--- config.mk ---
export PLATFORM = sky130hd
export DESIGN_NAME = encoder_angle_ctrl_flat
export DESIGN_NICKNAME = d
export VERILOG_FILES = /design/src/rtl/encoder_angle_ctrl_if.sv /design/src/rtl/encoder_angle_ctrl.sv /design/src/flat_wrapper.sv
export SDC_FILE = /design/constraint.sdc
export NUM_CORES = 1
export LEC_CHECK = 0
export CORE_MARGIN = 5
export CORE_UTILIZATION = 50
export DETAILED_ROUTE_END_ITERATION = 16
export GPL_TIMING_DRIVEN = 0
export PLACE_DENSITY = 0.7
export SETUP_SLACK_MARGIN = 0.3
export SYNTH_ARGS = -nofsm -noshare
export SYNTH_HDL_FRONTEND = slang
export SYNTH_SLANG_ARGS = --single-unit
export TNS_END_PERCENT = 20
--- constraint.sdc ---
create_clock -name clk -period 2.75 [get_ports clk]
set_clock_uncertainty 0.05 [all_clocks]
set_input_delay 0.825 -clock clk [delete_from_list [all_inputs] [get_ports clk]]
set_output_delay 0.825 -clock clk [all_outputs]
set_load 0.1 [all_outputs]
--- src/rtl/encoder_angle_ctrl_if.sv ---
`default_nettype none
// ============================================================================
// Module   : encoder_angle_ctrl_if
// Brief    : Step-pulse / angle-output bundle between the encoder decoder,
//            the angle controller and the servo/display consumers.
// Revision : 1.0 - initial release
// ============================================================================
interface encoder_angle_ctrl_if #(
    parameter int WIDTH = 8
);
    logic             cw;
    logic             ccw;
    logic             auto_en;
    logic [WIDTH-1:0] angle;
    logic             angle_upd;
    logic             sweep_dir;
    logic             at_limit;

    modport master (
        output cw, ccw, auto_en,
        input  angle, angle_upd, sweep_dir, at_limit
    );

    modport slave (
        input  cw, ccw, auto_en,
        output angle, angle_upd, sweep_dir, at_limit
    );
endinterface
`default_nettype wire

--- src/rtl/encoder_angle_ctrl.sv ---
`default_nettype none
// ============================================================================
// Module   : encoder_angle_ctrl
// Brief    : Commanded pointing angle from encoder steps (manual) or a
//            saturating back-and-forth ramp (auto-sweep).
// Revision : 1.0 - initial release
// ============================================================================
module encoder_angle_ctrl #(
    parameter int WIDTH       = 8,
    parameter int MIN_ANGLE   = 0,
    parameter int MAX_ANGLE   = 180,
    parameter int STEP        = 1,
    parameter int RESET_ANGLE = 90,
    parameter int SWEEP_DIV   = 500000
) (
    input  wire logic          clk,
    input  wire logic          reset,
    encoder_angle_ctrl_if.slave bus
);

    localparam int              c_CNT_W    = $clog2(SWEEP_DIV);
    localparam logic [c_CNT_W-1:0] c_CNT_LAST = c_CNT_W'(SWEEP_DIV - 1);
    localparam logic [WIDTH-1:0]   c_MIN      = WIDTH'(MIN_ANGLE);
    localparam logic [WIDTH-1:0]   c_MAX      = WIDTH'(MAX_ANGLE);
    localparam logic [WIDTH-1:0]   c_STEP     = WIDTH'(STEP);
    localparam logic [WIDTH-1:0]   c_RESET    = WIDTH'(RESET_ANGLE);
    localparam logic [WIDTH:0]     c_MAX_X    = (WIDTH+1)'(MAX_ANGLE);
    localparam logic [WIDTH:0]     c_STEP_X   = (WIDTH+1)'(STEP);
    localparam logic [WIDTH:0]     c_DN_FLOOR = (WIDTH+1)'(MIN_ANGLE + STEP);

    typedef enum logic [1:0] {
        S_MANUAL     = 2'd0,
        S_SWEEP_UP   = 2'd1,
        S_SWEEP_DOWN = 2'd2
    } state_t;

    state_t              r_state;
    logic [WIDTH-1:0]    r_angle;
    logic                r_upd;
    logic                r_dir;
    logic [c_CNT_W-1:0]  r_cnt;

    logic [WIDTH:0]      w_up_sum;
    logic [WIDTH-1:0]    w_up_angle;
    logic [WIDTH-1:0]    w_dn_angle;
    logic                w_cw_only;
    logic                w_ccw_only;
    logic                w_tick;

    // One extra bit keeps the saturation compares free of wrap-around.
    assign w_up_sum   = {1'b0, r_angle} + c_STEP_X;
    assign w_up_angle = (w_up_sum >= c_MAX_X) ? c_MAX : w_up_sum[WIDTH-1:0];
    assign w_dn_angle = ({1'b0, r_angle} < c_DN_FLOOR) ? c_MIN : (r_angle - c_STEP);

    assign w_cw_only  = bus.cw  & ~bus.ccw;
    assign w_ccw_only = bus.ccw & ~bus.cw;
    assign w_tick     = (r_cnt == c_CNT_LAST);

    always_ff @(posedge clk) begin
        if (reset) begin
            r_state <= S_MANUAL;
            r_angle <= c_RESET;
            r_upd   <= 1'b0;
            r_dir   <= 1'b1;
            r_cnt   <= '0;
        end else begin
            r_upd <= 1'b0;
            case (r_state)
                S_MANUAL: begin
                    r_cnt <= '0;
                    if (w_cw_only) begin
                        r_angle <= w_up_angle;
                        r_upd   <= (w_up_angle != r_angle);
                    end else if (w_ccw_only) begin
                        r_angle <= w_dn_angle;
                        r_upd   <= (w_dn_angle != r_angle);
                    end
                    // Direction is chosen from the angle before any same-cycle step.
                    if (bus.auto_en) begin
                        if (r_angle == c_MAX) begin
                            r_state <= S_SWEEP_DOWN;
                            r_dir   <= 1'b0;
                        end else begin
                            r_state <= S_SWEEP_UP;
                            r_dir   <= 1'b1;
                        end
                    end
                end

                S_SWEEP_UP: begin
                    if (!bus.auto_en) begin
                        r_state <= S_MANUAL;
                        r_cnt   <= '0;
                    end else if (w_tick) begin
                        r_cnt   <= '0;
                        r_angle <= w_up_angle;
                        r_upd   <= (w_up_angle != r_angle);
                        if (w_up_angle == c_MAX) begin
                            r_state <= S_SWEEP_DOWN;
                            r_dir   <= 1'b0;
                        end
                    end else begin
                        r_cnt <= r_cnt + 1'b1;
                    end
                end

                S_SWEEP_DOWN: begin
                    if (!bus.auto_en) begin
                        r_state <= S_MANUAL;
                        r_cnt   <= '0;
                    end else if (w_tick) begin
                        r_cnt   <= '0;
                        r_angle <= w_dn_angle;
                        r_upd   <= (w_dn_angle != r_angle);
                        if (w_dn_angle == c_MIN) begin
                            r_state <= S_SWEEP_UP;
                            r_dir   <= 1'b1;
                        end
                    end else begin
                        r_cnt <= r_cnt + 1'b1;
                    end
                end

                default: begin
                    r_state <= S_MANUAL;
                    r_cnt   <= '0;
                end
            endcase
        end
    end

    assign bus.angle     = r_angle;
    assign bus.angle_upd = r_upd;
    assign bus.sweep_dir = r_dir;
    assign bus.at_limit  = (r_angle == c_MIN) || (r_angle == c_MAX);

endmodule
`default_nettype wire

--- src/flat_wrapper.sv ---
// flat-port wrapper written by rule: the top's interface ports become plain ports
module encoder_angle_ctrl_flat 
#(
    parameter int WIDTH       = 8,
    parameter int MIN_ANGLE   = 0,
    parameter int MAX_ANGLE   = 180,
    parameter int STEP        = 1,
    parameter int RESET_ANGLE = 90,
    parameter int SWEEP_DIV   = 500000
)
  (clk, reset, bus_cw, bus_ccw, bus_auto_en, bus_angle, bus_angle_upd, bus_sweep_dir, bus_at_limit);
  encoder_angle_ctrl_if #(.WIDTH(WIDTH)) bus_i ();
  input  wire logic clk;
  input  wire logic reset;
  input wire logic [$bits(bus_i.cw)-1:0] bus_cw;
  input wire logic [$bits(bus_i.ccw)-1:0] bus_ccw;
  input wire logic [$bits(bus_i.auto_en)-1:0] bus_auto_en;
  output wire logic [$bits(bus_i.angle)-1:0] bus_angle;
  output wire logic [$bits(bus_i.angle_upd)-1:0] bus_angle_upd;
  output wire logic [$bits(bus_i.sweep_dir)-1:0] bus_sweep_dir;
  output wire logic [$bits(bus_i.at_limit)-1:0] bus_at_limit;
  assign bus_i.cw = bus_cw;
  assign bus_i.ccw = bus_ccw;
  assign bus_i.auto_en = bus_auto_en;
  assign bus_angle = bus_i.angle;
  assign bus_angle_upd = bus_i.angle_upd;
  assign bus_sweep_dir = bus_i.sweep_dir;
  assign bus_at_limit = bus_i.at_limit;
  encoder_angle_ctrl #(.WIDTH(WIDTH), .MIN_ANGLE(MIN_ANGLE), .MAX_ANGLE(MAX_ANGLE), .STEP(STEP), .RESET_ANGLE(RESET_ANGLE), .SWEEP_DIV(SWEEP_DIV)) u_core (.clk(clk), .reset(reset), .bus(bus_i));
endmodule
# == After elaboration in Yosys (flattened, before gate mapping) ==
# Index checks and enable logic that the tools add are counted.
# totals
inputBits,5
regBits,31
elab_cells,79
# classes
bitwise_logic,6
n_reduce_logical,10
n_eq_ne,19
n_mux,34
order_cmp,2
n_addsub,3
# ops
cell,n
8-bit two-way mux,8
8-bit one-hot mux with 3 select lines,1
"19-bit by 1-bit adder with 19-bit output, second input constant",1
"19-bit equality test, second input constant",1
"8-bit equality test, second input constant",2
8-bit logical NOT,2
2-bit two-way mux,8
8-bit != test,2
1-bit two-way mux,14
"3-bit by 2-bit != test with 1-bit output, second input constant",4
"8-bit by 1-bit adder with 9-bit output, second input constant",1
"9-bit by 8-bit greater-or-equal comparator with 1-bit output, second input constant",1
"8-bit by 1-bit less-than comparator with 1-bit output, second input constant",1
"2-bit by 1-bit != test with 1-bit output, second input constant",4
8-bit AND reduction,1
"8-bit by 1-bit subtractor with 8-bit output, second input constant",1
"2-bit != test, second input constant",3
1-bit one-hot mux with 3 select lines,2
2-bit one-hot mux with 3 select lines,1
6-bit AND reduction,1
5-bit AND reduction,1
1-bit NOT,4
4-bit OR reduction,1
"3-bit by 1-bit != test with 1-bit output, second input constant",1
7 further kinds,8

# == Depth between registers and ports, before layout ==
# Gate-level depths: netlist of the first run.
# logic_depth
depth_word,8
mapped_depth,8
depth_no_buf,8

# == Least setup slack after synthesis of the first run ==
# OpenSTA, ideal clock, no wires.
# synth_timing
path_kind,reg2out
start,"register u_core.r_angle[4], in the netlist u_core.bus.angle[4]"
end,output port bus_at_limit
setup_slack_ns,-0.764
path_stages_with_launch,5
arrival_time_ns,2.639
cell_sequence,dfxtp_1 clkbuf_1 nand4b_1 nor3b_1 o21a_1
# synth_via
elab_chain_cells,2
word_cells_on_any_way,3
# synth_rtl
item,line,source
"start, declared",encoder_angle_ctrl.sv:38,logic [WIDTH-1:0] r_angle;
"start signal, assigned",encoder_angle_ctrl.sv:62,r_angle <= c_RESET;
"start signal, assigned",encoder_angle_ctrl.sv:72,r_angle <= w_up_angle;
"start signal, assigned",encoder_angle_ctrl.sv:75,r_angle <= w_dn_angle;
8-bit equality test / 8-bit logical NOT (equally long branches),encoder_angle_ctrl.sv:135,assign bus.at_limit = (r_angle == c_MIN) || (r_angle == c_MAX);
1-bit logical OR (*),encoder_angle_ctrl.sv:135,
"end, declared",flat_wrapper.sv:21,output wire logic [$bits(bus_i.at_limit)-1:0] bus_at_limit;
# Mark *: on every way between the ends. The rest lies on a longest branch, timed or not.

# == Worst setup path after layout of the first run ==
# layout_timing
start,"register u_core.r_angle[5], in the netlist u_core.bus.angle[5]"
end,output port bus_angle[5]
# layout_lines
item,line,source
"end, declared",flat_wrapper.sv:18,output wire logic [$bits(bus_i.angle)-1:0] bus_angle;
# No word-level cell between the ends.

==> impl_results.md, run 1 <==
* Status: finished, final reports clean
* Hold_sp: u_core.r_cnt[0]$_SDFF_PP0_
* CP Capture Type: output port
* Final wirelength at 5610 um
* Synth warn at 0
* Minimum clock period at 2.69 ns
* Reg-to-reg startpoint: u_core.bus.angle[0]$_SDFFE_PP0P_
* Initial DRC Count at 260
* H-tree Lvls at 2
* Gr usage total at 18.8%
* Clock buffer depth at 2
* Fin area at 2680 sq um
* Initial Util at 51.6%
* Die area at 5930 sq um
* Worst Max-Slew Pin Slew at 0.964 ns
* I/O pin total at 16
* Core Region at 4350 sq um
* Die X at 77 um
* Clock network fraction of total power at 16.3%
* Share of cells above drive strength 1 at 19.2%
* Max Cap Violations at 0
* Pleak at 0.987 nW
* Worst Hold Path Cells at 1
* Ys flop type: dfxtp_1
* Detailed Routing Iterations Pass 1 at 4
* Mux cell area share after synthesis at 2.45%
* Main combinational cell family by area after synthesis: simple AND/OR/NAND/NOR gates
* PD cells at 923 nW/um^2
* CP delay by family, top: buffers and inverters
* Worst Hold End: u_core.r_cnt[0]$_SDFF_PP0_
* Total power at 2.47 mW
* Hold WS at 0.425 ns
* Placement Cell Area at 2460 sq um
* Post-Syn Instances at 292
* Switching power at 1.23 mW
* Setup tns final at 0 ns
* Post-synth EDFFs at 0
* Via count at 2172
* FF-to-FF path depth at 8
* Overflow left after global routing at 0
* Final ANT Viol Nets at 0
* Seq pwr share at 23.5%
* Hold crit path type: register to register
* CP max-delay cell: clkdlybuf4s50_1
* Clk sink count at 31
* Compound-gate portion of the synthesized area at 18.4%
* Register bit count reported by yosys at 31
* Critical Path Start Type: register
* Yosys cell types at 63
* Switching share of power at 49.6%
* Setup violators final at 0
* Syn avg cell area at 7.69 sq um
* Root Buffer: clkbuf_8
* I/O Buffers at 13
* RSZ-0062 raised after global routing: yes
* N_diodes at 0
* Post-placement setup slack at -0.957 ns
* Relative slew slack at 35.5%
* Worst Path Max Fanout at 6
* End of the worst register-to-register path: u_core.bus.angle[6]$_SDFFE_PP1P_
* Synth Net Count at 305
* CTS tree: done
* Clock latency at the later pin of the worst-skew pair at 0.29 ns
* WL/cell at 15.2 um
* Combinational share of power at 60.2%
* Pin count of the biggest net entering global routing at 11
* CTS clk-pin slew, worst paths at 0.06 ns
* Crit path cell chain: clkdlybuf4s50_1
* Final Max Slew Viols at 0
* Final WS setup at 0.0598 ns
* Nets@finish at 329
* Internal at 1.25 mW
* DP HPWL at 3950 um
* Vias in the first global route at 1873
* Fin util at 61.5%
* Die Ht at 77 um
* Antenna violations before repair at 0
* Req. time, crit path at 1.88 ns
* Fraction of synthesized cell area in xor and xnor cells at 6.24%
* Synthesis-to-finish area growth at 19.2%
* Fin. Hold Viols at 0
* Sequential share of the synthesized area at 27.6%
* Final worst-path cycle share at 97.8%
* Adder-Cell Fraction of Synth Area at 4.46%
* Vias per cell at 5.89
* First-pass GRT wire length at 9110 um
* DRC Markers at 0
* Setup Crit Path Kind: register to output port
* Routability cong. at 0.929
* Crit path arrival time at 1.82 ns
* Hold Buf Count CTS at 0
* Crit-path max cell delay at 1.14 ns
* Worst vdd ir at 0.402 mV
* Reg-to-reg slack, setup at 0.24 ns
* Dpl cells at 357
* Synth Area in Simple Gates at 34.3%
* CP bufs+invs at 1
* Row count at 24
* Final instance count without filler cells at 369
* Filler Cells Inserted at 421
* Fmax at 372 MHz
* Post-synthesis cell area at 2240 sq um
* Async SR Flop Fraction at 0%
* Most common cell after layout, fill and taps aside: nor2_1
* Most frequent cells in the layout: 39 x nor2_1, 29 x nand2_1, 23 x dfxtp_1
* CTS Buf Count at 5
[state kept, by name (all words and copies together) (netlist names)]
register	cells
u_core.bus.angle	8
u_core.bus.angle_upd	1
u_core.bus.sweep_dir	1
u_core.r_cnt	19
u_core.r_state	2
[worst register-to-register path, cell delays in order (launching register included)]
cell,delay [ns]
dfxtp_4,0.38
inv_1,0.13
ha_1,0.33
nor4b_2,0.45
a211oi_1,0.29
nand3b_1,0.15
a21oi_1,0.07
a31o_2,0.22
a221o_1,0.33
[area by class of cell]
cell class / instances / area, sq um / share of cell area, %
multi-input combinational: 235 / 1520 / 56.9
sequential: 31 / 638 / 23.8
timing repair buffer: 17 / 173 / 6.45
tap: 52 / 65.1 / 2.43
clock buffer: 8 / 100 / 3.74
buffer: 15 / 135 / 5.05
inverter: 11 / 41.3 / 1.54
[how the worst max path moves through the flow]
stage / start / end / slack (ns) / depth (start not counted)
after CTS: u_core.bus.angle[5]$_SDFFE_PP0P_ / bus_angle[5] / 0.04 / 1
after detailed placement: u_core.bus.angle[4]$_SDFFE_PP1P_ / bus_at_limit / -0.96 / 5
after global routing: u_core.bus.angle[5]$_SDFFE_PP0P_ / bus_angle[5] / 0.04 / 1
after floorplan: u_core.bus.angle[4]$_SDFFE_PP1P_ / bus_at_limit / -0.07 / 4
final: u_core.bus.angle[5]$_SDFFE_PP0P_ / bus_angle[5] / 0.06 / 1
after global placement: u_core.bus.angle[4]$_SDFFE_PP1P_ / bus_at_limit / -0.99 / 5
[synth_stat cells, types with 5 or more instances]
cell	instances	area (sq um)
nor2_1	41	154
dfxtp_1	31	621
nand2_1	30	113
nand3_1	15	75.1
o21ai_0	14	70.1
a21oi_1	12	60.1
inv_1	11	41.3
xor2_1	10	87.6
ha_1	8	100
nand4_1	8	50.1
nor3_1	8	40.0
clkbuf_1	7	26.3
nand2b_1	7	43.8
xnor2_1	6	52.6
nor4_1	5	31.3
[power groups by stage]
| stage | sequential (mW) | combinational, mW | clock (mW) |
|---|---|---|---|
| detailed placement | 0.593 | 1.37 | 0 |
| finish | 0.581 | 1.49 | 0.403 |
| CTS | 0.582 | 1.40 | 0.412 |
| floorplan | 0.916 | 0.739 | 0 |
| global placement | 0.589 | 1.38 | 0 |
| global route | 0.588 | 1.60 | 0.437 |
[layer usage]
| metal | global-route usage, % | wire, um |
|---|---|---|
| met1 | 23.8 | 2500 |
| met3 | 3.75 | 347 |
| met2 | 31.1 | 2640 |
| met5 | 0 | 0 |
| met4 | 7.90 | 123 |
[logic make-up (layout without fill, tap and decap cells)]
group | Yosys count | count (layout)
muxes | 5 | 5
adders and majority gates | 8 | 8
AOI/OAI and AO/OA | 59 | 59
and+or+nand+nor | 147 | 147
DFF | 31 | 31
buffers and inverters | 26 | 51
xor gates and xnor gates | 16 | 16
[repair_timing]
action / in CTS / in global routing
setup endpoints to repair: 16 / 19
cloned: 0 / 0
setup buffers: 0 / 4
pin swaps: 1 / 4
hold endpoints to repair: 0 / 0
gates resized for setup: 20 / 31
(Power assumes the default switching activity.)
==> inputs of run 2 (changes only) <==
--- a/config.mk
+++ b/config.mk
@@ -5,11 +5,13 @@
 export SDC_FILE = /design/constraint.sdc
 export NUM_CORES = 1
 export LEC_CHECK = 0
+export CELL_PAD_IN_SITES_DETAIL_PLACEMENT = 1
+export CELL_PAD_IN_SITES_GLOBAL_PLACEMENT = 2
 export CORE_MARGIN = 5
-export CORE_UTILIZATION = 50
+export CORE_UTILIZATION = 35
 export DETAILED_ROUTE_END_ITERATION = 16
 export GPL_TIMING_DRIVEN = 0
-export PLACE_DENSITY = 0.7
+export PLACE_DENSITY_LB_ADDON = 0.1
 export SETUP_SLACK_MARGIN = 0.3
 export SYNTH_ARGS = -nofsm -noshare
 export SYNTH_HDL_FRONTEND = slang
==> run 2 against run 1 <==
  * Sequential power about the same
  * Routed wire length increased by 20%
  * Critical path depth increased by 4
  * Non-clock buffer count decreased by 3
  * Combinational power about the same
  * Critical endpoint is now bus_at_limit
  * Design area decreased by 0.14%
  * Highest routed layer unchanged
  * Global-route usage decreased by 1.5 points
  * Maximum frequency increased by 0.77%
  * Register-to-register slack got worse by 0.03 ns
  * Power decreased by 2.2%
  * First-iteration DRC count decreased by 64%
  * Via count increased by 0.83%
==> impl_results.md, run 2 (synthesis gave the netlist of run 1 again) <==
* Status: finished, final reports clean
* Die area at 8120 sq um
* Worst vdd ir at 0.582 mV
* CP Capture Type: output port
* Combinational share of power at 60.8%
* Overflow left after global routing at 0
* Seq pwr share at 24.1%
* Final worst-path cycle share at 97.1%
* Vias per cell at 5.60
* Nets@finish at 326
* Initial Util at 35.8%
* DP HPWL at 5030 um
* Fin. Hold Viols at 0
* Hold Buf Count CTS at 0
* Clock latency at the later pin of the worst-skew pair at 0.28 ns
* Met3 WL at 160 um
* Most common cell after layout, fill and taps aside: nor2_1
* Switching share of power at 52.0%
* Routability cong. at 0.825
* Minimum clock period at 2.67 ns
* Reg-to-reg startpoint: u_core.bus.angle[0]$_SDFFE_PP0P_
* Root Buffer: clkbuf_8
* Setup violators final at 0
* I/O pin total at 16
* Clock network fraction of total power at 15.1%
* Share of cells above drive strength 1 at 19.4%
* Setup Crit Path Kind: register to output port
* Post-placement setup slack at -1.03 ns
* Worst Path Max Fanout at 10
* Pleak at 1.02 nW
* Pin count of the biggest net entering global routing at 11
* DRT met1 WL at 2990 um
* Vias in the first global route at 2250
* Synthesis-to-finish area growth at 19.1%
* Final WS setup at 0.0802 ns
* Placement Cell Area at 2490 sq um
* PD cells at 904 nW/um^2
* First-pass GRT wire length at 11500 um
* Switching power at 1.26 mW
* RSZ-0062 raised after global routing: yes
* Crit path arrival time at 1.79 ns
* Worst Hold Path Cells at 1
* Gr usage total at 17.3%
* Largest register FFs at 19
* Hold_sp: u_core.r_cnt[0]$_SDFF_PP0_
* Reg with most FFs: u_core.r_cnt
* DRC Markers at 0
* Fin area at 2670 sq um
* Clock buffer depth at 2
* Antenna violations before repair at 0
* Core Region at 6280 sq um
* Via count at 2190
* Met2 wire length at 3530 um
* Most frequent cells in the layout: 39 x nor2_1, 30 x nand2_1, 24 x dfxtp_1
* CTS clk-pin slew, worst paths at 0.07 ns
* I/O Buffers at 13
* CTS tree: done
* Die Ht at 90.1 um
* WL/cell at 17.3 um
* CTS Buf Count at 5
* Relative slew slack at 35.6%
* Detailed Routing Iterations Pass 1 at 4
* Fin util at 42.6%
* Final wirelength at 6760 um
* Crit. Startpoint: u_core.bus.angle[5]$_SDFFE_PP0P_
* Internal at 1.16 mW
* Uppermost layer routed: met4
* H-tree Lvls at 2
* Die X at 90.1 um
* Final Max Slew Viols at 0
* Max Cap Violations at 0
* Hold crit path type: register to register
* Final ANT Viol Nets at 0
* Total power at 2.42 mW
* Fmax at 375 MHz
* Clk sink count at 31
* Reg-to-reg slack, setup at 0.21 ns
* FF-to-FF path depth at 8
* Req. time, crit path at 1.88 ns
* Critical Path Start Type: register
* N_diodes at 0
* Initial DRC Count at 93
* Worst Max-Slew Pin Slew at 0.965 ns
* Row count at 29
-- run 2: changes by cell type in the layout (fill, tap and decap cells not counted), sizes merged --
cell | previous run | this run
dlymetal6s2s | 1 | 6
dlygate4sd2 | 1 | 2
clkinvlp | 0 | 1
clkinv | 0 | 1
buf | 16 | 8
clkdlybuf4s50 | 9 | 2
clkbuf | 12 | 16
-- run 2: final timing paths --
check | end
worst max register to register | u_core.bus.angle[6]$_SDFFE_PP1P_
worst max-delay path | bus_at_limit
worst min-delay path | u_core.r_cnt[0]$_SDFF_PP0_
worst min register to register | u_core.r_cnt[0]$_SDFF_PP0_
-- run 2: worst max-delay path: stages, from the launching register on --
cell	delay, ns
dfxtp_2	0.40
clkbuf_4	0.23
nand4b_1	0.21
nor3b_4	0.30
o21a_4	0.17
buf_8	0.19
-- run 2: layer usage --
metal  vias up  track usage (%)
li1       1086                -
met1      1079             20.4
met2        19             31.2
met3         6             3.92
met4         0             4.71
met5         -                0
-- run 2: area by class of cell --
class | instances | area [sq um]
Buffer | 15 | 121
Clock buffer | 6 | 72.6
Clock inverter | 2 | 12.5
Fill cell | 779 | 3600
Inverter | 11 | 41.3
Multi-Input combinational cell | 235 | 1550
Sequential cell | 31 | 632
Tap cell | 77 | 96.3
Timing Repair Buffer | 14 | 151
-- run 2: timing repair --
action,in CTS,in global routing
setup buffers,1,0
pin swaps,3,0
setup endpoints to repair,20,16
gates resized for setup,27,19
-- run 2: stage by stage --
step	std cells	hold WS, ns	setup TNS [ns]
2_1_floorplan	292	0.380	-0.0726
3_3_place_gp	382	0.398	-1.23
3_5_place_dp	382	0.412	-1.35
4_1_cts	391	0.425	0
5_1_grt	391	0.466	-0.0228
6_report	391	0.424	0
-- run 2: power by group through the flow --
| stage | registers [mW] | clock network, mW | logic [mW] |
|---|---|---|---|
| finish | 0.583 | 0.365 | 1.47 |
| global route | 0.597 | 0.409 | 1.60 |
| CTS | 0.587 | 0.379 | 1.45 |
| detailed placement | 0.597 | 0 | 1.42 |
| global placement | 0.592 | 0 | 1.42 |
| floorplan | 0.916 | 0 | 0.739 |
